File: config.mk
export PLATFORM = sky130hd
export DESIGN_NAME = vid_phy_controller_dru_gearbox
export DESIGN_NICKNAME = d
export VERILOG_FILES = /design/src/rtl/vid_phy_controller_dru_gearbox.sv
export SDC_FILE = /design/constraint.sdc
export NUM_CORES = 1
export LEC_CHECK = 0
export ABC_AREA = 1
export CORE_ASPECT_RATIO = 1.2
export CORE_MARGIN = 4
export CORE_UTILIZATION = 34
export DETAILED_ROUTE_END_ITERATION = 7
export HOLD_SLACK_MARGIN = 0.03
export PLACE_DENSITY = 0.63
export SYNTH_ARGS = -nofsm -noshare
export SYNTH_HDL_FRONTEND = slang
export SYNTH_SLANG_ARGS = --single-unit
File: constraint.sdc
create_clock -name CLK_IN -period 7.7 [get_ports CLK_IN]
set_input_delay 2.31 -clock CLK_IN [delete_from_list [all_inputs] [get_ports CLK_IN]]
set_output_delay 2.31 -clock CLK_IN [all_outputs]
set_load 0.01 [all_outputs]
File: src/rtl/vid_phy_controller_dru_gearbox.sv
// DRU output gearbox: buffers sparse 40-bit DRU words and drains them as a 20-bit valid/ready stream, low half first.
// Optional macro VID_PHY_DRU_GEARBOX_STATS_EN enables the saturating dropped-word counter on DROP_CNT_OUT.
module vid_phy_controller_dru_gearbox #(
  parameter int DEPTH = 4
) (
  input  logic                     CLK_IN,
  input  logic                     RST_N_IN,
  input  logic                     ACT_IN,
  input  logic [39:0]              DAT_IN,
  input  logic                     DAT_EN_IN,
  output logic [19:0]              DAT_OUT,
  output logic                     DAT_VLD_OUT,
  input  logic                     DAT_RDY_IN,
  output logic [$clog2(DEPTH):0]   LVL_OUT,
  output logic                     OVF_OUT,
  input  logic                     OVF_CLR_IN,
  output logic [15:0]              DROP_CNT_OUT
);

  localparam int AW    = $clog2(DEPTH);
  localparam int LVL_W = AW + 1;

  logic [39:0]      mem [DEPTH];
  logic [LVL_W-1:0] wr_ptr;
  logic [LVL_W-1:0] rd_ptr;
  logic [LVL_W-1:0] lvl;
  logic             ph;
  logic             ovf;
  logic             full;
  logic             empty;
  logic             vld;
  logic             half_pop;
  logic             word_pop;
  logic             wr_en;
  logic             drop;
  logic [39:0]      head;

  // Pointers carry one extra MSB so full and empty are distinguishable.
  assign lvl      = wr_ptr - rd_ptr;
  assign full     = (lvl == LVL_W'(DEPTH));
  assign empty    = (lvl == '0);
  assign vld      = ACT_IN && !empty;
  assign half_pop = vld && DAT_RDY_IN;
  assign word_pop = half_pop && ph;
  assign wr_en    = ACT_IN && DAT_EN_IN && (!full || word_pop);
  assign drop     = ACT_IN && DAT_EN_IN && full && !word_pop;
  assign head     = mem[rd_ptr[AW-1:0]];

  assign DAT_VLD_OUT = vld;
  assign DAT_OUT     = vld ? (ph ? head[39:20] : head[19:0]) : '0;
  assign LVL_OUT     = lvl;
  assign OVF_OUT     = ovf;

  always_ff @(posedge CLK_IN) begin
    if (wr_en) begin
      mem[wr_ptr[AW-1:0]] <= DAT_IN;
    end
  end

  // Inactive DRU flushes the queue but keeps the overflow history.
  always_ff @(posedge CLK_IN or negedge RST_N_IN) begin
    if (!RST_N_IN) begin
      wr_ptr <= '0;
      rd_ptr <= '0;
      ph     <= 1'b0;
      ovf    <= 1'b0;
    end else begin
      if (!ACT_IN) begin
        wr_ptr <= '0;
        rd_ptr <= '0;
        ph     <= 1'b0;
      end else begin
        if (wr_en) begin
          wr_ptr <= wr_ptr + 1'b1;
        end
        if (half_pop) begin
          ph <= !ph;
        end
        if (word_pop) begin
          rd_ptr <= rd_ptr + 1'b1;
        end
      end
      if (drop) begin
        ovf <= 1'b1;
      end else if (OVF_CLR_IN) begin
        ovf <= 1'b0;
      end
    end
  end

`ifdef VID_PHY_DRU_GEARBOX_STATS_EN
  logic [15:0] drop_cnt;

  function automatic logic [15:0] sat_inc16(input logic [15:0] v);
    return (v == 16'hFFFF) ? v : v + 16'd1;
  endfunction

  always_ff @(posedge CLK_IN or negedge RST_N_IN) begin
    if (!RST_N_IN) begin
      drop_cnt <= '0;
    end else if (drop) begin
      drop_cnt <= sat_inc16(drop_cnt);
    end else if (OVF_CLR_IN) begin
      drop_cnt <= '0;
    end
  end

  assign DROP_CNT_OUT = drop_cnt;
`else
  assign DROP_CNT_OUT = 16'h0000;
`endif

endmodule

# Word-level counts from Yosys, hierarchy flattened
# Memory sizes are Yosys's and may differ from the RTL's.
# Cells that the tools add are included.
# word_totals
regBits	8
ramBits	160
input_bits	46
output_inout_bits	41
wordCells	38
n_memories	1
# op_classes
n_addsub	3
n_eq_ne	4
mux	12
reduce_logical	14
# mem_list
name	depth	word_bits	read_ports	rd_clocked_by_memory_dff	wr	line	rtl
mem	4	40	1	0	1	23	logic [39:0] mem [DEPTH];
# ops
operator	count
20-bit two-way mux	2
3-bit two-way mux	4
1-bit logical AND	7
3-bit by 1-bit adder with 3-bit output (second input constant)	2
1-bit two-way mux	6
2-bit by 1-bit != test with 1-bit output (second input constant)	3
1-bit logical NOT	4
3-bit == test (second input constant)	1
3-bit logical NOT	1
3-bit subtractor	1
2-bit nonzero test	1
1-bit logical OR	1

# Depth between registers and ports, before layout
# depth
depth_word	10
depth_mapped	12
mapped_depth_nobuf	12

# Worst setup path before layout
# Ideal clock, no wire load.
# synth_path
kind	input port to output port
start	in ACT_IN
end	out DAT_OUT[0]
arrival_ns	2.894
path_slack_ns	2.496
stages	4
path_buffers	2
cell_sequence	buf_4 > nand2_1 > buf_2 > nor2_1
# synth_via
elab_chain_cells	2
# synth_lines
element	line	rtl
from (decl)	8	input logic ACT_IN,
1-bit logical AND	42	assign vld = ACT_IN && !empty;
20-bit two-way mux	50	assign DAT_OUT = vld ? (ph ? head[39:20] : head[19:0]) : '0;
to (decl)	11	output logic [19:0] DAT_OUT,
# Every way passes these cells.

# Worst setup path after layout
# layout_path
start	in ACT_IN
end	out DAT_OUT[18]
# Same word-level chain as after synthesis.

==> impl_metrics.yaml <==
outcome:
  status: "completed"
detailed_routing:
  avgViaCountPerCell: 4.89
  drc: 0
  drtPass1Iterations: 5
  via_count: 4350
  drt-total-wl_um: 14800
  antenna_left: 0
  dr.first_iter.drc_count: 242
  wl_per_cell_um: 16.6
timing:
  fmax_mhz: 152
  skew_ps: 16.8
  rsz0062_at_grt: "false"
  period_share: 0.855
  hold_violations: 0
  slew_violations: 0
  fin_crit_ps: 6580
  relSlewSlack: 0.384
  finalSetupTns_ps: 0
  setup_viol: 0
  max_slew.worst_pin.slew_ps: 925
die:
  initial_core_util: 0.344
  fp.dieArea_um2: 22800
  fp-row-count: 57
  die_width_um: 139
  core_area_um2: 20200
  die_height_um: 165
  io_pins: 87
cts:
  cts_made_buffers: 17
  cts_setup_buffers: 0
  cts_buffer_depth: 2
  hold_buffers: 0
  cts_tree: "done"
  cts_sinks: 168
  path_clk_slew_ps: 70
  cts_root_buffer: "clkbuf_16"
  insertion_delay_ps: 420
  cts_resized: 0
  htreeDepth: 4
global_route:
  grt_use_met1: 0.153
  grt_pass1_wl_um: 23000
  grt_pass1_vias: 4379
  grt_use_met2: 0.228
  top_usage_layer: "met2"
  grt_usage: 0.130
  gr-usage-met3: 0.0275
  grt-ovfl-total: 0
  antenna_found_initial: 2
  grt_max_degree: 84
yosys:
  synthCells: 545
  ys_seq_elements: 168
  synth_edf_count: 160
  yosysSeqAreaShare: 0.720
  synthFlopType: "edfxtp_1"
  yosysUniqueCellTypes: 22
  avgSynthCellArea_um2: 12.8
  ys_warn_count: 0
  synth_area_leaders: "edfxtp_1, nand2_1, a21oi_1"
  synth-async-reset-ratio: 0.0476
  synth_area_um2: 6950
  synth_area_leader_cell: "edfxtp_1"
  synth_top_area_share: 0.691
pwr:
  p_leak_uw: 0.00298
  peakVddDrop_v: 0.000134
  p_per_area_nw_per_um2: 257
cells_and_area:
  drive_above_1_share: 0.0820
  n_fill_cell: 1785
  final_cell_mix: "edfxtp_1, nand2_1, clkdlybuf4s50_1, a21oi_1, o21ai_0"
  final_common_cell: "edfxtp_1"
  regArea_um2: 5010
  final_core_utilization: 0.419
  multi_input_area_um2: 1670
  syn_to_final_growth_pct: 21.7
  nets: 662
setup_path:
  crit_fanout: 15
  worstPathRequired_ps: 5390
  critPathKind: "in -> out"
  reg2reg_from: "wr_ptr[0]"
  rrSetupSlack_ps: 4670
  r2r_cells: 9
  arrival_ps: 4270
  crit_path_start_kind: "input port"
  worst_r2r_endpoint: "mem[0][37]"
  critPathCaptureType: "primary output"
worst_hold_path:
  hold_depth: 2
  min_path_type: "reg -> reg"
  hold_end: "OVF_OUT"
  min_from: "OVF_OUT"
flow_run:
  drv_cap: 0
place:
  place_congestion: 0.756
  port_buffers: 70
  dp_hpwl_um: 8840
## synthesized netlist by cell type, types with 3 or more instances
cell	count
inv_2	3
buf_2	13
buf_4	22
inv_1	18
o21ai_0	21
nor2_1	24
dfrtp_1	8
nand3_1	12
clkbuf_1	14
a32oi_1	20
a32o_1	20
ha_1	6
edfxtp_1	160
a21oi_1	40
nand2_1	155
## area by class of cell
class | count | area share
Sequential cell | 168 | 0.592
Multi-Input combinational cell | 322 | 0.197
Timing Repair Buffer | 79 | 0.0908
Clock buffer | 17 | 0.0503
Tap cell | 265 | 0.0392
Clock inverter | 15 | 0.0206
Inverter | 21 | 0.00932
Antenna cell | 2 | 0.000592
## worst max-delay path by stage
| stage | end | from | slack [ps] |
|---|---|---|---|
| 2_1_floorplan | DAT_OUT[0] | ACT_IN | 2500 |
| 3_3_place_gp | DAT_OUT[17] | ACT_IN | 1200 |
| 3_5_place_dp | DAT_OUT[18] | ACT_IN | 1100 |
| 4_1_cts | DAT_OUT[18] | ACT_IN | 1090 |
| 5_1_grt | DAT_OUT[18] | ACT_IN | 970 |
| 6_report | DAT_OUT[18] | ACT_IN | 1120 |
## where the power goes
| group | switching, uW | total [uW] | internal [uW] |
|---|---|---|---|
| Sequential | 9.48 | 1050 | 1040 |
| Clock | 341 | 851 | 511 |
| Combinational | 164 | 272 | 108 |
## through the flow
step / hold slack, ps / std cells / worst slack (ps) / cell area (um2) / power [uW]
after floorplan: 518 / 560 / 2500 / 7010 / 1220
after global routing: 553 / 889 / 971 / 8460 / 2250
after detailed placement: 524 / 855 / 1100 / 7860 / 1340
after CTS: 530 / 887 / 1090 / 8460 / 2190
final: 525 / 889 / 1120 / 8460 / 2170
after global placement: 518 / 855 / 1200 / 7860 / 1340
## layer usage
metal  part of all wire  up-vias  wire [um]
met3              0.051       28        750
met2               0.51      141       7570
met5                  0        -          0
met4              0.032        0        468
met1               0.40     2114       5980
li1                   -     2067          -
## critical path, cell delays in order
cell and delay (ps):
clkdlybuf4s50_1 660, nand2_1 290, buf_4 300, nor2_1 150
clkdlybuf4s50_1 550
## sequential cells by signal, summed over array words and instances (netlist names)
register	flops
mem	160
rd_ptr	3
wr_ptr	3
OVF_OUT	1
ph	1
## cell families (layout without fill, tap and decap cells)
group	count (synthesis)	count (layout)	synth area share
and+or+nand+nor	193	193	0.108
DFF	168	168	0.720
AOI/OAI and AO/OA	104	104	0.104
buffers and inverters	70	132	0.0520
adders and majority gates	7	7	0.0137
xor gates and xnor gates	2	2	0.00252
other	1	18	0.000540
Power figures use the tool's default switching activity.
